$ cat src/rtl/lbm_field_reader.sv
// lbm_field_reader
// Sweeps the p/ux/uy field memories once per finished timestep and streams
// a header word followed by (p, ux, uy) for every lattice cell in address
// order onto a valid/ready word stream toward the host link.
module lbm_field_reader #(
    parameter int GRID_DIM         = 16*16,
    parameter int MAX_TIME         = 8,
    parameter int TIME_COUNT_WIDTH = $clog2(MAX_TIME),
    parameter int DATA_WIDTH       = 32,
    parameter int ADDRESS_WIDTH    = $clog2(GRID_DIM)
) (
    input  logic                        CLOCK_50,
    input  logic                        RESET,
    input  logic                        start,
    input  logic [TIME_COUNT_WIDTH-1:0] time_step,
    output logic                        mem_rd_en,
    output logic [ADDRESS_WIDTH-1:0]    mem_rd_addr,
    input  logic [DATA_WIDTH-1:0]       p_mem_data_out,
    input  logic [DATA_WIDTH-1:0]       ux_mem_data_out,
    input  logic [DATA_WIDTH-1:0]       uy_mem_data_out,
    output logic [DATA_WIDTH-1:0]       out_data,
    output logic                        out_valid,
    input  logic                        out_ready,
    output logic                        out_last,
    output logic                        busy,
    output logic                        done
);

    typedef enum logic [2:0] {
        IDLE,
        HEADER,
        FETCH,
        CAPTURE,
        EMIT_P,
        EMIT_UX,
        EMIT_UY,
        DONE
    } state_t;

    localparam logic [ADDRESS_WIDTH-1:0] LAST_CELL = ADDRESS_WIDTH'(GRID_DIM - 1);
    localparam logic [7:0]               HEADER_TAG = 8'hA5;

    // Registered FSM state and datapath
    state_t                        state_q;
    logic [ADDRESS_WIDTH-1:0]      cell_q;
    logic [TIME_COUNT_WIDTH-1:0]   time_q;
    logic [DATA_WIDTH-1:0]         pHold_q;
    logic [DATA_WIDTH-1:0]         uxHold_q;
    logic [DATA_WIDTH-1:0]         uyHold_q;
    logic                          out_valid_q;
    logic                          out_last_q;
    logic                          mem_rd_en_q;
    logic                          busy_q;
    logic                          done_q;

    // Helper decodes (no dependence of out_valid on out_ready)
    logic                          wordAccepted;
    logic                          isLastCell;
    logic [DATA_WIDTH-1:0]         headerWord;
    logic [DATA_WIDTH-1:0]         streamWord;

    // Decode handshake completion, end-of-sweep and the header layout
    always_comb begin
        wordAccepted = out_valid_q && out_ready;
        isLastCell   = (cell_q == LAST_CELL);
        headerWord   = '0;
        headerWord[DATA_WIDTH-1 -: 8]       = HEADER_TAG;
        headerWord[TIME_COUNT_WIDTH-1:0]    = time_q;
    end

    // Select the stream word purely from registered state so it holds while stalled
    always_comb begin
        streamWord = '0;
        case (state_q)
            HEADER:  streamWord = headerWord;
            EMIT_P:  streamWord = pHold_q;
            EMIT_UX: streamWord = uxHold_q;
            EMIT_UY: streamWord = uyHold_q;
            default: streamWord = '0;
        endcase
    end

    // Frame sequencer: header, then FETCH/CAPTURE/EMIT x3 per cell, then a done pulse
    always_ff @(posedge CLOCK_50) begin
        if (RESET) begin
            state_q     <= IDLE;
            cell_q      <= '0;
            time_q      <= '0;
            pHold_q     <= '0;
            uxHold_q    <= '0;
            uyHold_q    <= '0;
            out_valid_q <= 1'b0;
            out_last_q  <= 1'b0;
            mem_rd_en_q <= 1'b0;
            busy_q      <= 1'b0;
            done_q      <= 1'b0;
        end else begin
            done_q <= 1'b0;
            case (state_q)
                IDLE: begin
                    if (start) begin
                        time_q      <= time_step;
                        cell_q      <= '0;
                        out_valid_q <= 1'b1;
                        busy_q      <= 1'b1;
                        state_q     <= HEADER;
                    end
                end

                HEADER: begin
                    if (wordAccepted) begin
                        out_valid_q <= 1'b0;
                        mem_rd_en_q <= 1'b1;
                        state_q     <= FETCH;
                    end
                end

                FETCH: begin
                    mem_rd_en_q <= 1'b0;
                    state_q     <= CAPTURE;
                end

                CAPTURE: begin
                    pHold_q     <= p_mem_data_out;
                    uxHold_q    <= ux_mem_data_out;
                    uyHold_q    <= uy_mem_data_out;
                    out_valid_q <= 1'b1;
                    state_q     <= EMIT_P;
                end

                EMIT_P: begin
                    if (wordAccepted) begin
                        state_q <= EMIT_UX;
                    end
                end

                EMIT_UX: begin
                    if (wordAccepted) begin
                        out_last_q <= isLastCell;
                        state_q    <= EMIT_UY;
                    end
                end

                EMIT_UY: begin
                    if (wordAccepted) begin
                        out_valid_q <= 1'b0;
                        out_last_q  <= 1'b0;
                        if (isLastCell) begin
                            done_q  <= 1'b1;
                            state_q <= DONE;
                        end else begin
                            cell_q      <= cell_q + ADDRESS_WIDTH'(1);
                            mem_rd_en_q <= 1'b1;
                            state_q     <= FETCH;
                        end
                    end
                end

                DONE: begin
                    cell_q  <= '0;
                    busy_q  <= 1'b0;
                    state_q <= IDLE;
                end

                default: begin
                    state_q <= IDLE;
                end
            endcase
        end
    end

    assign mem_rd_en   = mem_rd_en_q;
    assign mem_rd_addr = cell_q;
    assign out_data    = streamWord;
    assign out_valid   = out_valid_q;
    assign out_last    = out_last_q;
    assign busy        = busy_q;
    assign done        = done_q;

endmodule

$ cat config.mk
export PLATFORM = sky130hd
export DESIGN_NAME = lbm_field_reader
export DESIGN_NICKNAME = d
export VERILOG_FILES = /design/src/rtl/lbm_field_reader.sv
export SDC_FILE = /design/constraint.sdc
export NUM_CORES = 1
export LEC_CHECK = 0
export CAP_MARGIN = 20
export CORE_MARGIN = 1
export CORE_UTILIZATION = 48
export CTS_CLUSTER_DIAMETER = 150
export DETAILED_ROUTE_END_ITERATION = 6
export GPL_TIMING_DRIVEN = 0
export MAX_ROUTING_LAYER = met4
export PLACE_DENSITY = 0.83
export SETUP_SLACK_MARGIN = 0.1
export SLEW_MARGIN = 10
export SYNTH_ARGS = -nofsm -noshare
export SYNTH_HDL_FRONTEND = slang
export SYNTH_SLANG_ARGS = --single-unit
$ cat constraint.sdc
create_clock -name CLOCK_50 -period 2 [get_ports CLOCK_50]
set_input_delay 0.4 -clock CLOCK_50 [delete_from_list [all_inputs] [get_ports CLOCK_50]]
set_output_delay 0.4 -clock CLOCK_50 [all_outputs]
set_load 0.1 [all_outputs]
==> flow_summary.html, run 1 <==
<table>
<tr><th>Metric</th><th>Value</th></tr>
<tr><th colspan="2">Outcome</th></tr>
<tr><td>Outcome</td><td>finished, violations left</td></tr>
<tr><td>Violated checks</td><td>negative setup slack</td></tr>
<tr><th colspan="2">Pwr</th></tr>
<tr><td>Areal power density over the cells</td><td>734 mW/mm^2</td></tr>
<tr><td>Leakage</td><td>3.02 nW</td></tr>
<tr><td>Peak supply drop</td><td>502 uV</td></tr>
<tr><th colspan="2">STA</th></tr>
<tr><td>Tmin final</td><td>2.33 ns</td></tr>
<tr><td>Max_slew headroom</td><td>about half</td></tr>
<tr><td>Worst Max-Slew Pin Slew</td><td>between 0.7 and 0.8 ns</td></tr>
<tr><td>Final Hold Vio Count</td><td>0</td></tr>
<tr><td>Slack of the critical path</td><td>-0.333 ns</td></tr>
<tr><td>Worst-case clock skew</td><td>between 0.005 and 0.006 ns</td></tr>
<tr><td>Finish-stage setup viols</td><td>32</td></tr>
<tr><td>Fin. max-slew vios</td><td>0</td></tr>
<tr><td>F_max</td><td>429 MHz</td></tr>
<tr><td>RSZ-0062 raised after global routing</td><td>true</td></tr>
<tr><td>Period Utilization, post-route</td><td>117%</td></tr>
<tr><th colspan="2">Drt</th></tr>
<tr><td>Final WL</td><td>about 19000 um</td></tr>
<tr><td>Mean routed wirelength per cell</td><td>about 19 um</td></tr>
<tr><td>Vias</td><td>between 5000 and 6000</td></tr>
<tr><td>Number of iterations in the first detailed-routing pass</td><td>5</td></tr>
<tr><td>DRC</td><td>0</td></tr>
<tr><td>Vias per cell</td><td>5.83</td></tr>
<tr><td>Number of nets with antenna violations after routing</td><td>0</td></tr>
<tr><td>Detailed Route Iter0 Violations</td><td>519</td></tr>
<tr><th colspan="2">Yosys</th></tr>
<tr><td>Post-synthesis area per instance</td><td>7.67 um^2</td></tr>
<tr><td>Cell accounting for the most synthesized area</td><td>sky130_fd_sc_hd__dfxtp_1</td></tr>
<tr><td>Leading post-synthesis cells by instance count</td><td>231 x sky130_fd_sc_hd__nand2_1, 115 x sky130_fd_sc_hd__dfxtp_1, 104 x sky130_fd_sc_hd__a21oi_1, 33 x sky130_fd_sc_hd__mux2i_1, 33 x sky130_fd_sc_hd__o21ai_0</td></tr>
<tr><td>Number of library cell types mapped by synthesis</td><td>44</td></tr>
<tr><td>Synthesized Nets</td><td>~780</td></tr>
<tr><td>Synth top area cells</td><td>sky130_fd_sc_hd__dfxtp_1 45%, sky130_fd_sc_hd__nand2_1 17%, sky130_fd_sc_hd__a21oi_1 10%, sky130_fd_sc_hd__mux2i_1 6.4%, sky130_fd_sc_hd__o21ai_0 3.2%</td></tr>
<tr><td>Seq cells post-synth</td><td>115</td></tr>
<tr><td>Most frequently used cell type in the post-synthesis netlist</td><td>sky130_fd_sc_hd__nand2_1</td></tr>
<tr><td>Number of synthesized flops with an enable pin</td><td>0</td></tr>
<tr><td>Post-synth top area share</td><td>between 40% and 50%</td></tr>
<tr><td>Post-synthesis cell count</td><td>around 670</td></tr>
<tr><td>Most used DFF post-synth</td><td>sky130_fd_sc_hd__dfxtp_1</td></tr>
<tr><td>Share of synthesized area occupied by flip-flops and latches</td><td>44.6%</td></tr>
<tr><td>Share of synthesized registers carrying an async set or reset</td><td>0%</td></tr>
<tr><td>Syn. warnings</td><td>0</td></tr>
<tr><td>Area of the mapped netlist</td><td>0.00516 mm^2</td></tr>
<tr><th colspan="2">Critical path</th></tr>
<tr><td>CP required</td><td>1.60 ns</td></tr>
<tr><td>Most repeated library cell on the critical path</td><td>sky130_fd_sc_hd__buf_12</td></tr>
<tr><td>Endpoint kind of the worst setup timing path</td><td>output pin</td></tr>
<tr><td>Critical path type</td><td>reg -&gt; out</td></tr>
<tr><td>Critical Path Slowest Stage Cell</td><td>sky130_fd_sc_hd__dfxtp_4</td></tr>
<tr><td>Critical path fanouts, max</td><td>5</td></tr>
<tr><td>Largest incremental delay on the critical path</td><td>about 0.4 ns</td></tr>
<tr><td>Worst setup slack for register-to-register paths</td><td>0.15 ns</td></tr>
<tr><td>Crit path cell chain</td><td>buf_12 &gt; clkbuf_16 &gt; mux2i_1 &gt; o21ai_2 &gt; and2_4 &gt; buf_12</td></tr>
<tr><td>Data arrival at the endpoint of the critical path</td><td>1.93 ns</td></tr>
<tr><td>Type of element launching the critical path</td><td>flop</td></tr>
<tr><th colspan="2">Place</th></tr>
<tr><td>Total instance count after detailed placement</td><td>~960</td></tr>
<tr><td>Number of port buffers</td><td>147</td></tr>
<tr><td>Placed cell area</td><td>0.00696 mm^2</td></tr>
<tr><td>Placer congestion estimate</td><td>0.928</td></tr>
<tr><td>Minimum setup slack after placement</td><td>-1.34 ns</td></tr>
<tr><td>Total half-perimeter wirelength after legalization and detailed placement</td><td>11900 um</td></tr>
<tr><th colspan="2">Clocking</th></tr>
<tr><td>TritonCTS clock tree</td><td>yes</td></tr>
<tr><td>Inserted Clock Buffers</td><td>17</td></tr>
<tr><td>TritonCTS sink count</td><td>approximately 120</td></tr>
<tr><td>Clock tree root buffer cell</td><td>sky130_fd_sc_hd__clkbuf_8</td></tr>
<tr><td>Maximum buffer depth of the clock tree</td><td>2</td></tr>
<tr><td>Clock slew at the register clock pins of the worst setup and hold paths</td><td>0.06 ns</td></tr>
<tr><td>Clock network latency to the later pin of the worst-skew pair</td><td>0.52 ns</td></tr>
<tr><td>H-tree lvl count</td><td>4</td></tr>
<tr><th colspan="2">Floorplan</th></tr>
<tr><td>Core Region</td><td>0.0104 mm^2</td></tr>
<tr><td>Height of the die</td><td>roughly 110 um</td></tr>
<tr><td>Effective utilization at floorplan</td><td>49.7%</td></tr>
<tr><td>Std-Cell Rows</td><td>37</td></tr>
<tr><td>Total die area</td><td>0.0112 mm^2</td></tr>
<tr><td>Die Wd</td><td>106 um</td></tr>
<tr><td>Number of top-level pins</td><td>between 100 and 150</td></tr>
<tr><th colspan="2">Layout</th></tr>
<tr><td>Share of layout cells above drive strength 1</td><td>24.5%</td></tr>
<tr><td>Number of antenna diodes</td><td>0</td></tr>
<tr><td>Number of filler instances in the final layout</td><td>608</td></tr>
<tr><td>Post-route cell area</td><td>between 0.008 and 0.009 mm^2</td></tr>
<tr><td>Filler-free cell count of the finished design</td><td>1001</td></tr>
<tr><td>Post-layout util</td><td>about four fifths</td></tr>
<tr><td>Storage cell area</td><td>0.00233 mm^2</td></tr>
<tr><td>Area of combinational cells with multiple inputs</td><td>0.00294 mm^2</td></tr>
<tr><td>Final nets</td><td>approximately 960</td></tr>
<tr><td>Layout area overhead</td><td>62.5%</td></tr>
<tr><th colspan="2">Global route</th></tr>
<tr><td>Via count of the first global-routing pass</td><td>around 5700</td></tr>
<tr><td>Wire length of the first global-routing pass</td><td>28000 um</td></tr>
<tr><td>Initial antenna violation count</td><td>0</td></tr>
<tr><td>Maximum number of pins on one net before global-route repair</td><td>17</td></tr>
<tr><td>GR Overflow Total</td><td>0</td></tr>
<tr><td>Total GRT Usage</td><td>33.7%</td></tr>
<tr><th colspan="2">Worst hold path</th></tr>
<tr><td>Path category of the worst min-delay check</td><td>in -&gt; reg</td></tr>
<tr><th colspan="2">Run</th></tr>
<tr><td>Reported max-cap violation count</td><td>0</td></tr>
</table>
[metal layers]
metal  routed length, um  track usage [%]
met1                6860             37.2
met2                9380             55.7
met3                1720             8.16
met4                1140             18.8
met5                   0                -
[cell families (layout without fill, tap and decap cells)]
| logic type | after synthesis | in the layout | synth area share (%) |
|---|---|---|---|
| and+or+nand+nor | 298 | 298 | 24.9 |
| DFF | 115 | 115 | 44.6 |
| buffers and inverters | 53 | 246 | 4.66 |
| muxes | 34 | 34 | 6.62 |
| AOI/OAI and AO/OA | 171 | 171 | 19.0 |
| adders and majority gates | 1 | 1 | 0.243 |
[path summary, 6_finish.rpt]
kind / endpoint / from / cells after the start
worst max-delay path: out_data[30] / state_q[0] / 6
worst min-delay path: uyHold_q[21] / uy_mem_data_out[21] / 3
worst max register to register: uxHold_q[14] / state_q[0] / 8
worst min register to register: uxHold_q[10] / uxHold_q[10] / 2
[flip-flops by register name, indices dropped and copies added, names as in the netlist]
register and count:
uyHold_q 32, done 1, out_valid 1, uxHold_q 32, mem_rd_addr 8, pHold_q 32
state_q 3, out_last 1, mem_rd_en 1, busy 1, time_q 3
[cells in the final DEF, fill, tap and decap left out, drive strengths merged, types with 2 or more instances in the layout]
master and count:
nand3 5, clkdlybuf4s50 102, mux2i 33, buf 75, a2bb2oi 2, a31oi 8
nor2 12, nand2 232, or2b 2, a21o 2, and3 3, and2 26
clkbuf 49, a21oi 104, clkinv 4, dfxtp 115, nand2b 4, a31o 2
clkdlybuf4s15 9, a21boi 2, clkinvlp 2, nor2b 8, a22o 3, a22oi 3
o21ai 34, bufinv 3, o22ai 5, inv 2
[worst max-delay path: cells and delay by family, from the launching register on]
kind            cells  cell delay [ns]
compound gates      1             0.07
buf+inv             3             0.47
simple gates        1             0.18
flops               1             0.40
mux                 1             0.28
[per-stage QoR]
step | hold slack, ns | TNS [ns] | power [mW]
2_1_floorplan | 0.436 | -0.231 | 2.69
3_3_place_gp | 0.440 | -55.99 | 2.99
3_5_place_dp | 0.447 | -61.71 | 3.00
4_1_cts | 0.424 | -9.08 | 6.07
5_1_grt | 0.430 | -10.74 | 6.31
6_report | 0.426 | -9.16 | 6.15
[power breakdown]
part	total (mW)	leakage (nW)	internal, mW	switching (mW)
registers	2.34	0.935	2.31	0.0258
clock network	3.04	0.288	1.99	1.05
logic	0.771	1.80	0.390	0.381
total	6.15	3.02	4.70	1.46
[final cells by class]
class	count	share of cell area [%]
inverters	2	0.0896
well taps	136	2.03
plain buffers	51	4.57
multi-input cells	504	35.0
repair buffers	161	23.4
clock buffers	23	5.57
clock inverters	9	1.54
flip-flops and latches	115	27.8
[timing repair]
item,CTS,global route
hold endpoints to repair,0,0
buffers inserted,9,1
gates resized for setup,375,89
endpoints found under the setup margin,79,86
pin swaps,1,2
hold buffers,0,0
cloned,1,3
Power figures use the tool's default switching activity.
==> run 2, diff against run 1 <==
--- a/config.mk
+++ b/config.mk
@@ -6,13 +6,15 @@
 export NUM_CORES = 1
 export LEC_CHECK = 0
 export CAP_MARGIN = 20
+export CELL_PAD_IN_SITES_DETAIL_PLACEMENT = 1
+export CELL_PAD_IN_SITES_GLOBAL_PLACEMENT = 1
 export CORE_MARGIN = 1
-export CORE_UTILIZATION = 48
+export CORE_UTILIZATION = 34
 export CTS_CLUSTER_DIAMETER = 150
 export DETAILED_ROUTE_END_ITERATION = 6
 export GPL_TIMING_DRIVEN = 0
 export MAX_ROUTING_LAYER = met4
-export PLACE_DENSITY = 0.83
+export PLACE_DENSITY = 0.82
 export SETUP_SLACK_MARGIN = 0.1
 export SLEW_MARGIN = 10
 export SYNTH_ARGS = -nofsm -noshare
==> run 2 against run 1 <==
The run ends with design-rule violations, negative setup slack left. Non-clock buffer count grew 2. Die area rose by 40%. Register-to-register slack improved by 0.03 ns. Setup slack improved by 0.061 ns. Clock power rose by 3%. Utilization fell by 22 points. Design area increased by 3.2%. Largest cell class unchanged. Count of clock-buffer cells in the layout decreased by 1. Sequential share of layout area decreased by 0.86 points. Worst hold slack better by 0.029 ns. Critical path depth stayed put. Global-route usage decreased by 2.8 points.
==> flow_summary.html, run 2 (synthesis gave the netlist of run 1 again) <==
<table>
<tr><th>Metric</th><th>Value</th></tr>
<tr><th colspan="2">Outcome</th></tr>
<tr><td>Outcome</td><td>finished, violations left</td></tr>
<tr><td>Violated checks</td><td>design-rule violations, negative setup slack</td></tr>
<tr><th colspan="2">Critical path</th></tr>
<tr><td>Buffer and inverter count on the worst path</td><td>3</td></tr>
<tr><td>Startpoint of the most critical register-to-register path</td><td>state_q[1]</td></tr>
<tr><td>Critical path startpoint</td><td>state_q[0]</td></tr>
<tr><td>Endpoint kind of the worst setup timing path</td><td>output pin</td></tr>
<tr><td>Critical path fanouts, max</td><td>8</td></tr>
<tr><td>Most repeated library cell on the critical path</td><td>sky130_fd_sc_hd__buf_12</td></tr>
<tr><td>Critical path type</td><td>reg -&gt; out</td></tr>
<tr><td>CP required</td><td>around 1.6 ns</td></tr>
<tr><td>CP delay by family, top</td><td>buffers and inverters</td></tr>
<tr><td>Data arrival at the endpoint of the critical path</td><td>1.87 ns</td></tr>
<tr><td>Largest incremental delay on the critical path</td><td>0.39 ns</td></tr>
<tr><td>Critical Path Slowest Stage Cell</td><td>sky130_fd_sc_hd__dfxtp_4</td></tr>
<tr><td>Type of element launching the critical path</td><td>flop</td></tr>
<tr><td>Crit path cell chain</td><td>buf_12 &gt; buf_12 &gt; mux2i_4 &gt; o21ai_1 &gt; and2_4 &gt; buf_12</td></tr>
<tr><th colspan="2">Global route</th></tr>
<tr><td>Wire length of the first global-routing pass</td><td>~35000 um</td></tr>
<tr><td>Top Usage Layer GRT</td><td>met2</td></tr>
<tr><td>Global-route track usage on met3</td><td>5.43%</td></tr>
<tr><td>Total GRT Usage</td><td>30.9%</td></tr>
<tr><td>GR Overflow Total</td><td>0</td></tr>
<tr><td>Global-route track usage on met2</td><td>a little under three fifths</td></tr>
<tr><td>Met1 routing resource usage after global routing</td><td>32.0%</td></tr>
<tr><td>Via count of the first global-routing pass</td><td>6374</td></tr>
<tr><td>Maximum number of pins on one net before global-route repair</td><td>17</td></tr>
<tr><td>Initial antenna violation count</td><td>0</td></tr>
<tr><th colspan="2">Clocking</th></tr>
<tr><td>TritonCTS clock tree</td><td>yes</td></tr>
<tr><td>Clock tree root buffer cell</td><td>sky130_fd_sc_hd__clkbuf_16</td></tr>
<tr><td>H-tree lvl count</td><td>4</td></tr>
<tr><td>Clock slew at the register clock pins of the worst setup and hold paths</td><td>0.05 ns</td></tr>
<tr><td>Clock network latency to the later pin of the worst-skew pair</td><td>0.44 ns</td></tr>
<tr><td>Inserted Clock Buffers</td><td>17</td></tr>
<tr><td>TritonCTS sink count</td><td>115</td></tr>
<tr><td>Maximum buffer depth of the clock tree</td><td>2</td></tr>
<tr><td>Number of buffers inserted for hold repair after clock tree synthesis</td><td>0</td></tr>
<tr><th colspan="2">STA</th></tr>
<tr><td>Period Utilization, post-route</td><td>114%</td></tr>
<tr><td>Slack of the critical path</td><td>-0.272 ns</td></tr>
<tr><td>Worst-case clock skew</td><td>0.0125 ns</td></tr>
<tr><td>Fin. max-slew vios</td><td>0</td></tr>
<tr><td>Tmin final</td><td>2.27 ns</td></tr>
<tr><td>Worst Max-Slew Pin Slew</td><td>~0.73 ns</td></tr>
<tr><td>Hold slack</td><td>roughly 0.46 ns</td></tr>
<tr><td>Setup TNS</td><td>-7.52 ns</td></tr>
<tr><td>Finish-stage setup viols</td><td>32</td></tr>
<tr><td>Final Hold Vio Count</td><td>0</td></tr>
<tr><td>F_max</td><td>440 MHz</td></tr>
<tr><td>RSZ-0062 raised after global routing</td><td>true</td></tr>
<tr><td>Max_slew headroom</td><td>slightly above 50%</td></tr>
<tr><th colspan="2">Layout</th></tr>
<tr><td>Most common library cell in the layout ignoring fill and taps</td><td>sky130_fd_sc_hd__nand2_1</td></tr>
<tr><td>Commonest non-fill, non-tap cells in the layout</td><td>219 x sky130_fd_sc_hd__nand2_1, 104 x sky130_fd_sc_hd__a21oi_1, 103 x sky130_fd_sc_hd__dfxtp_1, 102 x sky130_fd_sc_hd__clkdlybuf4s50_1, 38 x sky130_fd_sc_hd__buf_12</td></tr>
<tr><td>Number of antenna diodes</td><td>0</td></tr>
<tr><td>Share of layout cells above drive strength 1</td><td>27.0%</td></tr>
<tr><td>Top Registers</td><td>pHold_q: 32 flops, uxHold_q: 32 flops, uyHold_q: 32 flops</td></tr>
<tr><td>Final nets</td><td>958</td></tr>
<tr><td>Post-route cell area</td><td>0.00865 mm^2</td></tr>
<tr><td>Post-layout util</td><td>about three fifths</td></tr>
<tr><td>Layout area overhead</td><td>67.7%</td></tr>
<tr><th colspan="2">Place</th></tr>
<tr><td>Number of port buffers</td><td>147</td></tr>
<tr><td>Placer congestion estimate</td><td>~0.89</td></tr>
<tr><td>Total half-perimeter wirelength after legalization and detailed placement</td><td>between 10000 and 15000 um</td></tr>
<tr><td>Placed cell area</td><td>0.00702 mm^2</td></tr>
<tr><th colspan="2">Floorplan</th></tr>
<tr><td>Effective utilization at floorplan</td><td>35.2%</td></tr>
<tr><td>Height of the die</td><td>125 um</td></tr>
<tr><td>Total die area</td><td>between 0.015 and 0.02 mm^2</td></tr>
<tr><td>Std-Cell Rows</td><td>44</td></tr>
<tr><td>Die Wd</td><td>125 um</td></tr>
<tr><td>Core Region</td><td>0.0146 mm^2</td></tr>
<tr><td>Number of top-level pins</td><td>148</td></tr>
<tr><th colspan="2">Pwr</th></tr>
<tr><td>Fraction of power spent switching nets</td><td>24.6%</td></tr>
<tr><td>Areal power density over the cells</td><td>725 mW/mm^2</td></tr>
<tr><td>Peak supply drop</td><td>665 uV</td></tr>
<tr><td>Sequential cell fraction of total power</td><td>a little under two fifths</td></tr>
<tr><td>Final Total Pwr</td><td>6.27 mW</td></tr>
<tr><td>Switching component of the power</td><td>1.54 mW</td></tr>
<tr><td>Clock Power Share</td><td>approximately 50%</td></tr>
<tr><td>Int Pwr</td><td>around 4.7 mW</td></tr>
<tr><td>Combinational group share of total power</td><td>12.8%</td></tr>
<tr><td>Leakage</td><td>between 3 and 4 nW</td></tr>
<tr><th colspan="2">Drt</th></tr>
<tr><td>Number of iterations in the first detailed-routing pass</td><td>7</td></tr>
<tr><td>DRC</td><td>18</td></tr>
<tr><td>Detailed Route Iter0 Violations</td><td>387</td></tr>
<tr><td>Vias</td><td>between 5000 and 6000</td></tr>
<tr><td>Vias per cell</td><td>approximately 5.5</td></tr>
<tr><td>Mean routed wirelength per cell</td><td>22.2 um</td></tr>
<tr><td>Final WL</td><td>roughly 23000 um</td></tr>
<tr><td>Number of nets with antenna violations after routing</td><td>0</td></tr>
<tr><th colspan="2">Worst hold path</th></tr>
<tr><td>Worst Min Path Start</td><td>uyHold_q[0]</td></tr>
<tr><td>Path category of the worst min-delay check</td><td>reg -&gt; reg</td></tr>
<tr><th colspan="2">Run</th></tr>
<tr><td>Reported max-cap violation count</td><td>0</td></tr>
</table>
## run 2: changes by cell type in the layout (fill, tap and decap cells not counted), sizes merged
cell | previous run | this run
buf | 75 | 68
clkbuf | 49 | 53
clkdlybuf4s15 | 9 | 12
clkdlybuf4s18 | 0 | 1
clkinv | 4 | 3
clkinvlp | 2 | 0
## run 2: worst paths after layout
check	cells past startpoint	end	slack [ns]
worst max register to register	5	mem_rd_addr[2]	0.18
worst min-delay path	2	uyHold_q[0]	0.46
worst max-delay path	6	out_data[10]	-0.27
worst min register to register	2	uyHold_q[0]	0.46
## run 2: layer usage
metal / wire length, um / part of all wire, % / vias to the layer above
met4: 1070 / 4.6 / 0
met5: 0 / 0 / -
met3: 1140 / 4.9 / 65
li1: - / - / 2621
met1: 9050 / 39 / 2825
met2: 12000 / 52 / 221
## run 2: final cells by class
class	count	area [um^2]
clock inverters	6	105
clock buffers	22	474
repair buffers	163	1970
plain buffers	51	412
inverters	2	7.51
multi-input cells	504	3120
well taps	184	230
flip-flops and latches	115	2330
fillers	1635	6000
## run 2: power by group through the flow
stage	clock [mW]	combinational (mW)	sequential, mW
floorplan	0	0.273	2.41
global placement	0	0.616	2.38
detailed placement	0	0.625	2.39
CTS	3.07	0.785	2.34
global route	3.20	0.831	2.35
finish	3.12	0.802	2.34
## run 2: worst min-delay path, cell delays in order, from the launching register on
cell,delay (ns)
sky130_fd_sc_hd__dfxtp_1,0.30
sky130_fd_sc_hd__nand2_1,0.05
sky130_fd_sc_hd__a21oi_1,0.05
## run 2: per-stage QoR
stage,setup slack (ns),cells
after floorplan,-0.0770,672
after global placement,-1.22,1003
after detailed placement,-1.28,1003
after CTS,-0.221,1047
after global routing,-0.307,1047
final,-0.272,1047
## run 2: timing repair
item	CTS	global route
gates cloned	4	0
setup buffers	12	1
setup endpoints to repair	92	74
resized for setup	465	33
pin swaps	15	8
